===== src/rtl/mem_write_checker_entry_match.sv =====
// Combinational comparison of one write against every checkpoint entry.
// Entry i lives at bits [i*W +: W] of the packed expectation vectors.
module chk_entry_match #(
  parameter int ADDR_W  = 32,
  parameter int DATA_W  = 32,
  parameter int N_CHECK = 2
) (
  input  logic [ADDR_W-1:0]         addr,
  input  logic [DATA_W-1:0]         data,
  input  logic [N_CHECK*ADDR_W-1:0] exp_addr,
  input  logic [N_CHECK*DATA_W-1:0] exp_data,
  output logic [N_CHECK-1:0]        addr_hit,
  output logic [N_CHECK-1:0]        full_hit
);

  always_comb begin
    addr_hit = '0;
    full_hit = '0;
    for (int i = 0; i < N_CHECK; i++) begin
      addr_hit[i] = (exp_addr[i*ADDR_W +: ADDR_W] == addr);
      full_hit[i] = addr_hit[i] && (exp_data[i*DATA_W +: DATA_W] == data);
    end
  end

endmodule


===== config.mk =====
export PLATFORM = sky130hd
export DESIGN_NAME = chk_entry_match
export DESIGN_NICKNAME = d
export VERILOG_FILES = /design/src/rtl/mem_write_checker_entry_match.sv
export SDC_FILE = /design/constraint.sdc
export NUM_CORES = 1
export LEC_CHECK = 0
export CAP_MARGIN = 20
export CORE_MARGIN = 8
export CORE_UTILIZATION = 23
export DETAILED_ROUTE_END_ITERATION = 8
export PLACE_DENSITY = 0.81
export SYNTH_ARGS = -nofsm -noshare
export SYNTH_HDL_FRONTEND = slang
export SYNTH_SLANG_ARGS = --single-unit

===== constraint.sdc =====
create_clock -name vclk -period 1.45
set_input_delay 0.3625 -clock vclk [all_inputs]
set_output_delay 0.3625 -clock vclk [all_outputs]
set_load 0.005 [all_outputs]

# Yosys cells after proc, flatten, opt, wreduce, memory -nomap -nowiden
# Cells that the tools add are included.
[word_totals]
mem_count = 0
ramBits = 0
rom_bits = 0
reg_bits = 0
out_inout_bits = 4
inputBits = 192
latchBits = 0
[classes]
n_eq_ne = 4
addsub = 0
n_reduce_logical = 2
n_shift = 0
n_mux = 0
n_div = 0
n_bitwise = 0
mul = 0
order_cmp = 0
[ops]
columns = ["cell", "n"]
rows = [
  ["32-bit == test", 4],
  ["1-bit logical AND", 2],
]

# Longest topological paths before layout
# Gate-level depths: netlist (run 1).
[depth]
ltp_word = 2
depth_mapped = 4
ltp_nobuf = 4

# Least setup slack after synthesis (run 1)
# OpenSTA, ideal clock, no wires.
[synth_path]
path_type = "input to output"
startpoint = "input exp_addr[31]"
endpoint = "output full_hit[0]"
arrival_ps = 1222
cell_stages = 4
path_slack_ps = -135
t_required_ps = 1087
path_cell_list = "xor2_1 -> nor4_1 -> nand4_1 -> nor4_1"
[synth_via]
elab_chain_cells = 2
[synth_lines]
columns = ["item", "line_no", "source"]
rows = [
  ["from (decl)", "10", "input logic [N_CHECK*ADDR_W-1:0] exp_addr,"],
  ["32-bit == test", "20", "addr_hit[i] = (exp_addr[i*ADDR_W +: ADDR_W] == addr);"],
  ["1-bit logical AND", "21", "full_hit[i] = addr_hit[i] && (exp_data[i*DATA_W +: DATA_W] == data);"],
  ["to (decl)", "13", "output logic [N_CHECK-1:0] full_hit"],
]
# No other way between the ends.

# Worst setup path in the final report (run 1)
[layout_path]
startpoint = "input exp_data[53]"
endpoint = "output full_hit[1]"
[layout_via]
elab_chain_cells = 2
[layout_lines]
columns = ["item", "line_no", "source"]
rows = [
  ["from (decl)", "11", "input logic [N_CHECK*DATA_W-1:0] exp_data,"],
  ["32-bit == test", "21", ""],
  ["1-bit logical AND", "21", ""],
]
# No other way between the ends.

==> results of run 1 <==
==> metrics by stage <==
stage               cell area (sq um)   util  TNS [ns]
detailed placement               3500  0.594     -5.35
global route                     3270  0.556     -2.45
floorplan                        1400      -    -0.201
CTS                              3300  0.561     -2.05
finish                           3270  0.556     -2.07
global placement                 3500  0.594     -5.21
==> power by group through the flow <==
stage | registers [mW] | clock network (mW) | logic (mW)
after global placement | 0 | 0 | 0.889
after floorplan | 0 | 0 | 0.250
final | 0 | 0 | 0.793
after detailed placement | 0 | 0 | 0.906
after global routing | 0 | 0 | 0.860
after CTS | 0 | 0 | 0.778
==> worst max-delay path by stage <==
stage                            start          end
after floorplan           exp_addr[24]  full_hit[0]
after global placement        data[16]  full_hit[1]
after detailed placement      data[16]  full_hit[1]
after CTS                 exp_addr[35]  full_hit[1]
after global routing      exp_data[55]  full_hit[1]
final                     exp_data[53]  full_hit[1]
==> area by class of cell <==
class / count / share of cell area
multi-input cells: 172 / 0.487
repair buffers: 206 / 0.484
well taps: 75 / 0.0287
==> synthesized netlist by cell type (all sizes together) <==
master  count
nor4       34
xor2      128
nor2        2
nand4       8
==> what timing repair did <==
item,in CTS,in global routing
setup buffers,3,3
pin swaps,101,43
gates resized for setup,471,102
setup endpoints to repair,4,4
==> routing by layer <==
| layer | up-vias | GRT usage | part of all wire |
|---|---|---|---|
| met4 | 0 | 0.0172 | 0.012 |
| met3 | 6 | 0.0352 | 0.067 |
| li1 | 1003 | - | - |
| met1 | 880 | 0.166 | 0.35 |
| met2 | 87 | 0.331 | 0.57 |
| met5 | - | 0 | 0 |
==> kinds of logic after synthesis <==
kind of cell  share of synthesized area
xor+xnor                          0.802
simple gates                      0.198
==> flow_summary.json, run 1 <==
{
  "outcome": "complete, but fails checks",
  "violations": "negative setup slack",
  "via_per_inst": 4.36,
  "ys_seq_area_frac": 0,
  "p_comb_frac": 1.000,
  "antennaDiodeCount": 0,
  "initial_core_util": 0.237,
  "cp_cell_sequence": "clkdlybuf4s15_1 > xor2_1 > nor4_2 > nand4_1 > nor4_4 > buf_2",
  "grt_max_degree": 3,
  "yosysWarnings": 0,
  "rsz0062_at_grt": "true",
  "fin_nets": 572,
  "period_minus_slack_ns": 2.03,
  "yosys.area.top_type": "xor2_1",
  "timing.hold.ws_ns": 1.30,
  "die_x_microns": 94.0,
  "crit_family": "simple AND/OR/NAND/NOR gates",
  "gp_congestion": 0.813,
  "crit_type": "in2out",
  "worstPathRequired_ns": 1.09,
  "die_area_sq_um": 8830,
  "grt_pass1_vias": 2361,
  "finalWirelength_microns": 7830,
  "min_from": "data[14]",
  "fmax_mhz": 494,
  "p_per_area_nw_per_um2": 242,
  "antenna_found_initial": 0,
  "slowest_delay_ns": 0.28,
  "dr.pass1.iters": 3,
  "holdPathStages": 6,
  "finalCritPeriodShare": 1.40,
  "fillCellCount": 607,
  "placed_cells": 448,
  "finalSetupViolCount": 4,
  "grt_pass1_wl_microns": 11500,
  "nClkBuffers": 0,
  "port_buffers": 196,
  "syn_to_final_growth_pct": 134,
  "hold_class": "in2out",
  "tightestPinTransition_ns": 0.291,
  "final_cells": 453,
  "rows": 28,
  "dp_slack_ns": -1.49,
  "switchingPower_uw": 337,
  "synth_area_per_cell_sq_um": 8.13,
  "syn_inst": 172,
  "grt_use_total": 0.162,
  "p_clk_frac": 0,
  "maxSlewHeadroom": 0.804,
  "synth.top_cell.area_share": 0.802,
  "post-dp-hpwl_microns": 7260,
  "fp.coreArea_sq_um": 5890,
  "layout_commonest_cell": "xor2_1",
  "cts_hold_buf": 0,
  "n_sequential_cell": 0,
  "end_kind": "output port",
  "cp_num_buf_inv": 2,
  "crit_fanout": 1,
  "grt-ovfl-total": 0,
  "syn_area_sq_um": 1400,
  "multi_input_area_sq_um": 1600,
  "io_pins": 196,
  "p_int_uw": 456,
  "cap_viol_max_count": 0,
  "hold_end": "full_hit[0]",
  "seqCellArea_sq_um": 0,
  "seq_power_share": 0,
  "power_uw": 793,
  "ir_drop_mv": 0.119,
  "antenna_left": 0,
  "layout_common_cells": "xor2_1, buf_2, clkdlybuf4s15_1, clkbuf_2, dlygate4sd2_1",
  "drt_iter0_drc": 22,
  "ys_types": 5,
  "syn-num-nets": 364,
  "cp_data_arrival_time_ns": 1.66,
  "hold_viol_final": 0,
  "slowest_stage": "nor4_2",
  "setup_ws_ns": -0.576,
  "wire_per_inst_microns": 17.3,
  "start_kind": "input pin",
  "path_depth": 6,
  "switching_share": 0.425,
  "drc": 0,
  "die_h_microns": 94.0,
  "maxSlewViolCount": 0,
  "p_leak_nw": 1.55,
  "drive_gt1_frac": 0.397,
  "synthTopCellsByArea": "xor2_1, nor4_1, nand4_1",
  "vias": 1976
}
Power figures use the tool's default switching activity.
==> run 2, diff against run 1 <==
- CAP_MARGIN: 20 -> 0
==> results of run 2 <==
Same layout as run 1: the final DEF is identical, and so are final timing and power.
==> run 3, diff against run 2 <==
--- a/config.mk
+++ b/config.mk
@@ -15 +15,2 @@
 export SYNTH_SLANG_ARGS = --single-unit
+export TNS_END_PERCENT = 50
==> constraint.sdc (replaced) <==
create_clock -name vclk -period 1.45
set_input_delay 0.3625 -clock vclk [all_inputs]
set_output_delay 0.3625 -clock vclk [all_outputs]
set_load 0.05 [all_outputs]
==> flow_summary.json, run 3 (same netlist as run 1, synthesis figures left out) <==
{
  "grt_max_degree": 3,
  "drt_iter0_drc": 8,
  "worstPathRequired_ns": 1.09,
  "violations": "negative setup slack",
  "rsz0062_at_grt": "true",
  "n_sequential_cell": 0,
  "setup_ws_ns": -0.709,
  "p_per_area_nw_per_um2": 237,
  "port_buffers": 196,
  "dp_slack_ns": -1.14,
  "p_clk_frac": 0,
  "finalWirelength_microns": 7930,
  "die_x_microns": 94.0,
  "maxSlewHeadroom": 0.805,
  "critPathLaunch": "exp_data[10]",
  "finalSetupViolCount": 4,
  "ir_drop_mv": 0.119,
  "layout_commonest_cell": "xor2_1",
  "switching_share": 0.428,
  "gp_congestion": 0.836,
  "cp_cell_sequence": "clkdlybuf4s15_1 > xor2_1 > nor4_1 > buf_4 > nand4_1 > nor4_4 > buf_12",
  "grt-ovfl-total": 0,
  "drive_gt1_frac": 0.368,
  "placed_cells": 448,
  "final_cells": 450,
  "nClkBuffers": 0,
  "antennaDiodeCount": 0,
  "fin_nets": 569,
  "drc": 0,
  "multi_input_area_sq_um": 1570,
  "fillCellCount": 611,
  "seq_power_share": 0,
  "p_leak_nw": 1.58,
  "power_uw": 780,
  "antenna_left": 0,
  "hold_viol_final": 0,
  "initial_core_util": 0.237,
  "die_area_sq_um": 8830,
  "syn_to_final_growth_pct": 135,
  "layout_common_cells": "xor2_1, buf_2, dlygate4sd2_1, clkdlybuf4s15_1, clkbuf_2",
  "design_area_sq_um": 3290,
  "hold_class": "in2out",
  "wire_per_inst_microns": 17.6,
  "p_int_uw": 446,
  "slowest_delay_ns": 0.32,
  "p_comb_frac": 1.000,
  "dpl_cell_area_sq_um": 3560,
  "crit_type": "in2out",
  "fmax_mhz": 463,
  "finalCritPeriodShare": 1.49,
  "min_from": "exp_data[61]",
  "cap_viol_max_count": 0,
  "io_pins": 196,
  "seqCellArea_sq_um": 0,
  "outcome": "complete, but fails checks",
  "fp.coreArea_sq_um": 5890,
  "cts_hold_buf": 0,
  "cp_data_arrival_time_ns": 1.80,
  "maxSlewViolCount": 0,
  "start_kind": "input pin",
  "timing.hold.ws_ns": 1.35,
  "crit_fanout": 1,
  "switchingPower_uw": 334,
  "die_h_microns": 94.0,
  "grt_pass1_vias": 2467,
  "post-dp-hpwl_microns": 7260,
  "grt_pass1_wl_microns": 11800,
  "tightestPinTransition_ns": 0.290,
  "dr.pass1.iters": 4,
  "end_kind": "output port",
  "grt_use_total": 0.167,
  "slowest_stage": "nor4_4",
  "period_minus_slack_ns": 2.16,
  "via_per_inst": 4.45,
  "antenna_found_initial": 0,
  "vias": 2001,
  "rows": 28
}
-- run 3: changes by cell type in the layout (fill, tap and decap cells not counted), sizes merged --
cell           delta
clkdlybuf4s15    -11
dlymetal6s2s      +2
buf               +3
clkdlybuf4s50     +2
clkbuf            -9
dlygate4sd2      +10
-- run 3: critical path, delay by kind of cell --
family                 cells  cell delay, ns
XOR/XNOR                   1            0.16
buffers and inverters      3            0.53
AND/OR/NAND/NOR            3            0.74
-- run 3: final timing paths --
kind,end,slack (ns),cells after the start
max,full_hit[0],-0.71,7
min,full_hit[1],1.35,6
-- run 3: metal layers --
metal | vias to the layer above | global-route usage | routed length, microns
li1 | 1007 | - | -
met1 | 876 | 0.160 | 2650
met2 | 114 | 0.331 | 4270
met3 | 4 | 0.0687 | 944
met4 | 0 | 0.0106 | 62
met5 | - | 0 | 0
-- run 3: power groups by stage --
stage          clock network [mW]  registers, mW  logic [mW]
6_report                        0              0       0.780
5_1_grt                         0              0       0.847
4_1_cts                         0              0       0.771
3_5_place_dp                    0              0       0.909
3_3_place_gp                    0              0       0.892
2_1_floorplan                   0              0       0.250
-- run 3: metrics by stage --
| stage | setup TNS [ns] | util |
|---|---|---|
| finish | -2.40 | 0.559 |
| detailed placement | -4.19 | 0.605 |
| global route | -2.74 | 0.559 |
| floorplan | -1.83 | - |
| global placement | -4.20 | 0.605 |
| CTS | -2.53 | 0.567 |
-- run 3: repair_timing --
action,CTS,global route
gates resized for setup,448,75
setup endpoints to repair,4,4
setup buffers,3,0
pin swaps,99,44
-- run 3: area by class of cell --
cell class,instances,share of cell area
timing repair buffer,203,0.494
tap,75,0.0285
multi-input combinational,172,0.478
